`config.mk`:
```
export PLATFORM = sky130hd
export DESIGN_NAME = maxnet_weight_streamer_flat
export DESIGN_NICKNAME = d
export VERILOG_FILES = /design/src/rtl/maxnet_pkg.sv /design/src/rtl/maxnet_weight_streamer_if.sv /design/src/rtl/maxnet_idx_counter.sv /design/src/rtl/maxnet_weight_streamer.sv /design/src/flat_wrapper.sv
export SDC_FILE = /design/constraint.sdc
export NUM_CORES = 1
export LEC_CHECK = 0
export ABC_AREA = 1
export ABC_CLOCK_PERIOD_IN_PS = 1000
export CORE_ASPECT_RATIO = 1.2
export CORE_MARGIN = 1.5
export CORE_UTILIZATION = 38
export DETAILED_ROUTE_END_ITERATION = 8
export GPL_TIMING_DRIVEN = 0
export PLACE_DENSITY = 0.82
export SLEW_MARGIN = 20
export SYNTH_ARGS = -nofsm -noshare
export SYNTH_HDL_FRONTEND = slang
export SYNTH_SLANG_ARGS = --single-unit
```
`constraint.sdc`:
```
create_clock -name clk -period 1 [get_ports clk]
set_input_delay 0.15 -clock clk [delete_from_list [all_inputs] [get_ports clk]]
set_output_delay 0.15 -clock clk [all_outputs]
set_load 0.005 [all_outputs]
```
`src/rtl/maxnet_pkg.sv`:
```
// rtl/maxnet_pkg.sv - shared fixed-point helpers and FSM state encoding for the MaxNet weight streamer
package maxnet_pkg;

  typedef enum logic [0:0] {
    ST_IDLE   = 1'b0,
    ST_STREAM = 1'b1
  } state_e;

  // Fixed-point +1.0 for the given number of fractional bits.
  function automatic int one_fx(input int frac);
    return 1 << frac;
  endfunction

  // Two's-complement negation of a non-negative magnitude, truncated to width bits.
  function automatic int neg_fx(input int eps, input int width);
    int mask;
    mask = (1 << width) - 1;
    return (~eps + 1) & mask;
  endfunction

endpackage

```
`src/rtl/maxnet_weight_streamer_if.sv`:
```
// rtl/maxnet_weight_streamer_if.sv - weight stream bus between the streamer and the MAC datapath
interface maxnet_weight_streamer_if #(
  parameter int WIDTH = 5,
  parameter int IW    = 2
);
  logic [WIDTH-1:0] w_data;
  logic [IW-1:0]    w_row;
  logic [IW-1:0]    w_col;
  logic             w_valid;
  logic             w_ready;
  logic             w_last_col;
  logic             w_last;

  modport master (
    output w_data, w_row, w_col, w_valid, w_last_col, w_last,
    input  w_ready
  );

  modport slave (
    input  w_data, w_row, w_col, w_valid, w_last_col, w_last,
    output w_ready
  );
endinterface

```
`src/rtl/maxnet_idx_counter.sv`:
```
// rtl/maxnet_idx_counter.sv - row/col walker with load, wrap at N-1 and end-of-row/end-of-stream flags
module maxnet_idx_counter #(
  parameter int N  = 4,
  parameter int IW = $clog2(N)
) (
  input  logic          clk,
  input  logic          rst_n,
  input  logic          load,
  input  logic          full_mode,
  input  logic [IW-1:0] load_row,
  input  logic [IW-1:0] load_col,
  input  logic          en,
  output logic [IW-1:0] row,
  output logic [IW-1:0] col,
  output logic          last_col,
  output logic          last
);
  localparam logic [IW-1:0] MAX_IDX = IW'(N - 1);

  logic full_q;

  // Load a new start point, otherwise step col and carry into row only when walking the whole matrix.
  always_ff @(posedge clk or negedge rst_n) begin
    if (!rst_n) begin
      row    <= '0;
      col    <= '0;
      full_q <= 1'b0;
    end else if (load) begin
      row    <= load_row;
      col    <= load_col;
      full_q <= full_mode;
    end else if (en) begin
      if (col == MAX_IDX) begin
        col <= '0;
        if (full_q) row <= (row == MAX_IDX) ? '0 : row + 1'b1;
      end else begin
        col <= col + 1'b1;
      end
    end
  end

  assign last_col = (col == MAX_IDX);
  assign last     = last_col && (!full_q || (row == MAX_IDX));

endmodule

```
`src/rtl/maxnet_weight_streamer.sv`:
```
// rtl/maxnet_weight_streamer.sv - generates and streams the N x N MaxNet weight matrix (full or one row)
module maxnet_weight_streamer
  import maxnet_pkg::*;
#(
  parameter int N         = 4,
  parameter int WIDTH     = 5,
  parameter int FRAC      = 3,
  parameter int EPS_RESET = 2,
  parameter int IW        = $clog2(N)
) (
  input  logic                   clk,
  input  logic                   rst_n,
  input  logic                   eps_wr,
  input  logic [WIDTH-2:0]       eps_in,
  input  logic                   start,
  input  logic                   row_mode,
  input  logic [IW-1:0]          row_idx,
  maxnet_weight_streamer_if.master wb,
  output logic                   busy,
  output logic                   done,
  output logic                   err
);
  localparam logic [0:0]       S_IDLE   = ST_IDLE;
  localparam logic [0:0]       S_STREAM = ST_STREAM;
  localparam logic [IW:0]      N_V      = (IW + 1)'(N);
  localparam logic [WIDTH-1:0] ONE_W    = WIDTH'(one_fx(FRAC));

  logic [0:0]       state;
  logic [WIDTH-2:0] eps_reg;
  logic             streaming;
  logic             row_ok;
  logic             accept;
  logic             hs;
  logic [IW-1:0]    cnt_row;
  logic [IW-1:0]    cnt_col;
  logic             cnt_last_col;
  logic             cnt_last;
  logic [WIDTH-1:0] neg_w;
  logic [WIDTH-1:0] weight;

  assign streaming = (state == S_STREAM);
  assign row_ok    = !row_mode || ({1'b0, row_idx} < N_V);
  assign accept    = (state == S_IDLE) && start && row_ok;
  assign hs        = streaming && wb.w_ready;

  maxnet_idx_counter #(.N(N), .IW(IW)) u_idx (
    .clk       (clk),
    .rst_n     (rst_n),
    .load      (accept),
    .full_mode (!row_mode),
    .load_row  (row_mode ? row_idx : '0),
    .load_col  ('0),
    .en        (hs),
    .row       (cnt_row),
    .col       (cnt_col),
    .last_col  (cnt_last_col),
    .last      (cnt_last)
  );

  // Controller FSM; epsilon is only writable in IDLE so one stream always sees a single value.
  always_ff @(posedge clk or negedge rst_n) begin
    if (!rst_n) begin
      state   <= S_IDLE;
      done    <= 1'b0;
      err     <= 1'b0;
      eps_reg <= (WIDTH - 1)'(EPS_RESET);
    end else begin
      done <= 1'b0;
      err  <= 1'b0;
      case (state)
        S_IDLE: begin
          if (eps_wr) eps_reg <= eps_in;
          if (start) begin
            if (row_ok) state <= S_STREAM;
            else        err   <= 1'b1;
          end
        end
        S_STREAM: begin
          if (hs && cnt_last) begin
            state <= S_IDLE;
            done  <= 1'b1;
          end
        end
        default: state <= S_IDLE;
      endcase
    end
  end

  assign neg_w  = WIDTH'(neg_fx(int'(eps_reg), WIDTH));
  assign weight = (cnt_row == cnt_col) ? ONE_W : neg_w;

  // Bus fields are zero whenever no word is on offer, matching the reset image.
  assign wb.w_valid    = streaming;
  assign wb.w_data     = streaming ? weight : '0;
  assign wb.w_row      = streaming ? cnt_row : '0;
  assign wb.w_col      = streaming ? cnt_col : '0;
  assign wb.w_last_col = streaming && cnt_last_col;
  assign wb.w_last     = streaming && cnt_last;
  assign busy          = streaming;

endmodule

```
`src/flat_wrapper.sv`:
```
// flat-port wrapper written by rule: the top's interface ports become plain ports
module maxnet_weight_streamer_flat import maxnet_pkg::*;
#(
  parameter int N         = 4,
  parameter int WIDTH     = 5,
  parameter int FRAC      = 3,
  parameter int EPS_RESET = 2,
  parameter int IW        = $clog2(N)
)
  (clk, rst_n, eps_wr, eps_in, start, row_mode, row_idx, busy, done, err, wb_w_data, wb_w_row, wb_w_col, wb_w_valid, wb_w_last_col, wb_w_last, wb_w_ready);
  maxnet_weight_streamer_if #(.WIDTH(WIDTH), .IW(IW)) wb_i ();
  input  logic clk;
  input  logic rst_n;
  input  logic eps_wr;
  input  logic [WIDTH-2:0] eps_in;
  input  logic start;
  input  logic row_mode;
  input  logic [IW-1:0] row_idx;
  output logic busy;
  output logic done;
  output logic err;
  output wire logic [$bits(wb_i.w_data)-1:0] wb_w_data;
  output wire logic [$bits(wb_i.w_row)-1:0] wb_w_row;
  output wire logic [$bits(wb_i.w_col)-1:0] wb_w_col;
  output wire logic [$bits(wb_i.w_valid)-1:0] wb_w_valid;
  output wire logic [$bits(wb_i.w_last_col)-1:0] wb_w_last_col;
  output wire logic [$bits(wb_i.w_last)-1:0] wb_w_last;
  input wire logic [$bits(wb_i.w_ready)-1:0] wb_w_ready;
  assign wb_w_data = wb_i.w_data;
  assign wb_w_row = wb_i.w_row;
  assign wb_w_col = wb_i.w_col;
  assign wb_w_valid = wb_i.w_valid;
  assign wb_w_last_col = wb_i.w_last_col;
  assign wb_w_last = wb_i.w_last;
  assign wb_i.w_ready = wb_w_ready;
  maxnet_weight_streamer #(.N(N), .WIDTH(WIDTH), .FRAC(FRAC), .EPS_RESET(EPS_RESET), .IW(IW)) u_core (.clk(clk), .rst_n(rst_n), .eps_wr(eps_wr), .eps_in(eps_in), .start(start), .row_mode(row_mode), .row_idx(row_idx), .wb(wb_i), .busy(busy), .done(done), .err(err));
endmodule
```
==> results.py <==
metrics = {
    "worst_setup_path": {
        "cp.arrival_ns": 1.42,
        "end_kind": "primary output",
        "slowest_delay_ns": 0.42,
        "crit_path_start_kind": "flip-flop",
        "crit_start": "u_core.u_idx.col[0]",
        "cp_cell_sequence": "buf_6 > nand2_2 > nand2_2 > nand2_4 > nand2_4 > a21oi_2 > buf_2",
        "crit_slowest_cell": "dfrtp_1",
        "cp_num_buf_inv": 2,
        "critPathKind": "reg2out",
        "critical_path_required_ns": 0.85,
        "rr_startpoint": "u_core.busy",
        "cp_top_family": "flip-flops",
        "cp_max_fo": 4,
    },
    "clock_network": {
        "cts_made_buffers": 3,
        "cts_tree": "built",
        "cts.clk_slew.worst_paths_ns": 0.08,
        "clkLatencyLatePin_ns": 0.28,
        "htreeDepth": 1,
        "cts.sinks": 11,
        "cts_root_buffer": "clkbuf_4",
        "holdBufCountCts": 0,
        "clock_path_buffers": 2,
    },
    "route": {
        "vias": 944,
        "viasPerCell": 5.22,
        "drtPass1Iterations": 2,
        "drt-total-wl_mm": 3.24,
        "antenna_left": 0,
        "dr.first_iter.drc_count": 9,
        "wire_per_inst_microns": 17.9,
        "drc": 0,
    },
    "yosys": {
        "ys_seq_area_share_pct": 38.0,
        "ys_warn_count": 0,
        "ys_seq_elements": 11,
        "synth_cell_type_count": 21,
        "synth_area_sq_um": 727,
        "syn_inst": 98,
        "avgSynthCellArea_sq_um": 7.42,
        "syn_nets": 114,
    },
    "grt": {
        "grt-ovfl-total": 0,
        "gr-usage-all-layers_pct": 25.4,
        "grt_pass1_wl_mm": 4.11,
        "antenna_found_initial": 0,
        "grt_max_degree": 12,
        "grt_pass1_vias": 880,
    },
    "die": {
        "start_util_pct": 39.7,
        "die_width_microns": 42.9,
        "die_h_microns": 50.9,
        "core_sq_um": 1830,
        "num_io_pins": 27,
        "dieArea_sq_um": 2190,
        "row_count": 17,
    },
    "timing": {
        "relSlewSlack_pct": 63.7,
        "setup_viol": 24,
        "clock.fmax_mhz": 638,
        "fin_ws_ns": -0.567,
        "worst_pin_slew_ns": 0.543,
        "finalHoldViolations": 0,
        "rsz0062_at_grt": "true",
        "period_needed_ns": 1.57,
        "period_share_pct": 157,
        "fin_skew_ns": 0.00532,
        "finalMaxSlewViolations": 0,
    },
    "final_layout": {
        "num_antenna_cells": 0,
        "fin_cells": 181,
        "syn2layout_area_growth_pct": 118,
        "drive_gt1_share_pct": 67.9,
        "fin_nets": 179,
        "post-route-util_pct": 86.5,
        "design_area_sq_um": 1580,
        "largest_register_ffs": 4,
    },
    "worst_hold_path": {
        "hold_path.class": "in2async",
    },
    "status": {
        "failed_checks": "negative setup slack",
        "status": "finished, violations left",
    },
    "power": {
        "powerDensity_nw_per_um2": 3210,
        "vdd_ir_drop_max_mv": 2.08,
        "power.total_uw": 5080,
        "p_leak_uw": 0.000767,
    },
    "flow_run": {
        "cap_violations": 0,
    },
    "placed_design": {
        "place_area_sq_um": 1020,
        "routabilityCongestion": 0.805,
        "dp.cells": 142,
        "dp_hpwl_mm": 1.29,
        "port_buffers": 25,
    },
}
## cell type report
type                            count  area [sq um]
Tap cell                           19          23.8
Buffer                              2          18.8
Clock buffer                        4          26.3
Timing Repair Buffer               60           554
Sequential cell                    11           278
Multi-Input combinational cell     69           598
Fill cell                          92           248
Inverter                           16          82.6
## final timing paths
| kind | end | slack (ns) | cells past startpoint |
|---|---|---|---|
| hold reg to reg | u_core.u_idx.full_q | 0.50 | 2 |
| hold / removal | u_core.u_idx.col[0] | 0.22 | 1 |
| max in group asynchronous | u_core.u_idx.row[0] | 0.38 | 1 |
| min in group clk | u_core.eps_reg[2] | 0.45 | 3 |
| setup reg to reg | u_core.u_idx.col[0] | -0.38 | 8 |
| setup / recovery | wb_w_data[4] | -0.57 | 7 |
## cells in the final DEF, fill, tap and decap left out, drive strengths merged
cell type,n
nor2,11
ha,4
clkdlybuf4s50,11
a21oi,5
xor2,1
o21ai,8
dfrtp,10
clkinv,1
nand3,5
inv,15
clkbuf,7
buf,48
nand2,33
dfstp,1
nand4,1
conb,1
## power by group
part	internal (uW)	switching (uW)	total [uW]
sequential	651	168	820
combinational	1980	1960	3940
clock	155	162	317
## worst reg2reg max path, cell delays in order, from the launching register on
cell and delay, ns:
dfrtp_1 0.42, buf_6 0.16, buf_6 0.13, clkinv_8 0.07, buf_6 0.11, nand2_8 0.08, nand2_8 0.11, nand4_1 0.09
o21ai_1 0.13
## through the flow
step | setup WS (ns) | TNS [ns] | hold slack, ns
floorplan | -0.0901 | -0.195 | -0.146
global route | -0.624 | -9.38 | 0.254
global placement | -0.570 | -5.47 | 0.472
finish | -0.567 | -8.36 | 0.220
detailed placement | -0.625 | -5.95 | 0.482
CTS | -0.520 | -5.66 | 0.234
## cells in the mapped netlist
library cell	instances	area share [%]
o21ai_1	5	3.4
nand2_1	28	14
buf_4	2	2.1
conb_1	1	0.52
nand2_8	1	2.8
xor2_1	1	1.2
nand4_1	1	0.86
nand2_4	1	1.5
nand3_1	5	3.4
nand2_2	2	1.7
a21oi_2	1	1.2
dfrtp_1	10	34
dfstp_2	1	3.6
a21oi_1	4	2.8
inv_8	1	1.5
buf_6	1	1.5
o21ai_2	1	1.2
inv_1	15	7.7
nor2_1	11	5.7
ha_1	4	6.9
o21ai_0	2	1.4
## metal layers
layer,track usage [%],vias to the layer above,share of wire (%)
met5,0,-,0
met4,8.85,0,4.9
met3,3.18,17,4.9
met2,49.7,43,56
met1,26.9,454,34
li1,-,430,-
## timing repair
action	4_1_cts	5_1_grt
endpoints found under the setup margin	23	25
pin swaps	16	18
gates cloned	0	1
setup buffers	28	16
resized for setup	95	58
endpoints found under the hold margin	0	0
## logic make-up (layout without fill, tap and decap cells)
| group | Yosys count | count (layout) | share of synthesized area [%] |
|---|---|---|---|
| buf+inv | 19 | 82 | 12.9 |
| simple gates | 49 | 50 | 30.5 |
| other cells | 1 | 1 | 0.516 |
| fa+ha+maj | 4 | 4 | 6.88 |
| xor+xnor | 1 | 1 | 1.21 |
| compound gates | 13 | 13 | 9.98 |
| flops | 11 | 11 | 38.0 |
No activity file was read; power rests on OpenSTA's default activity.
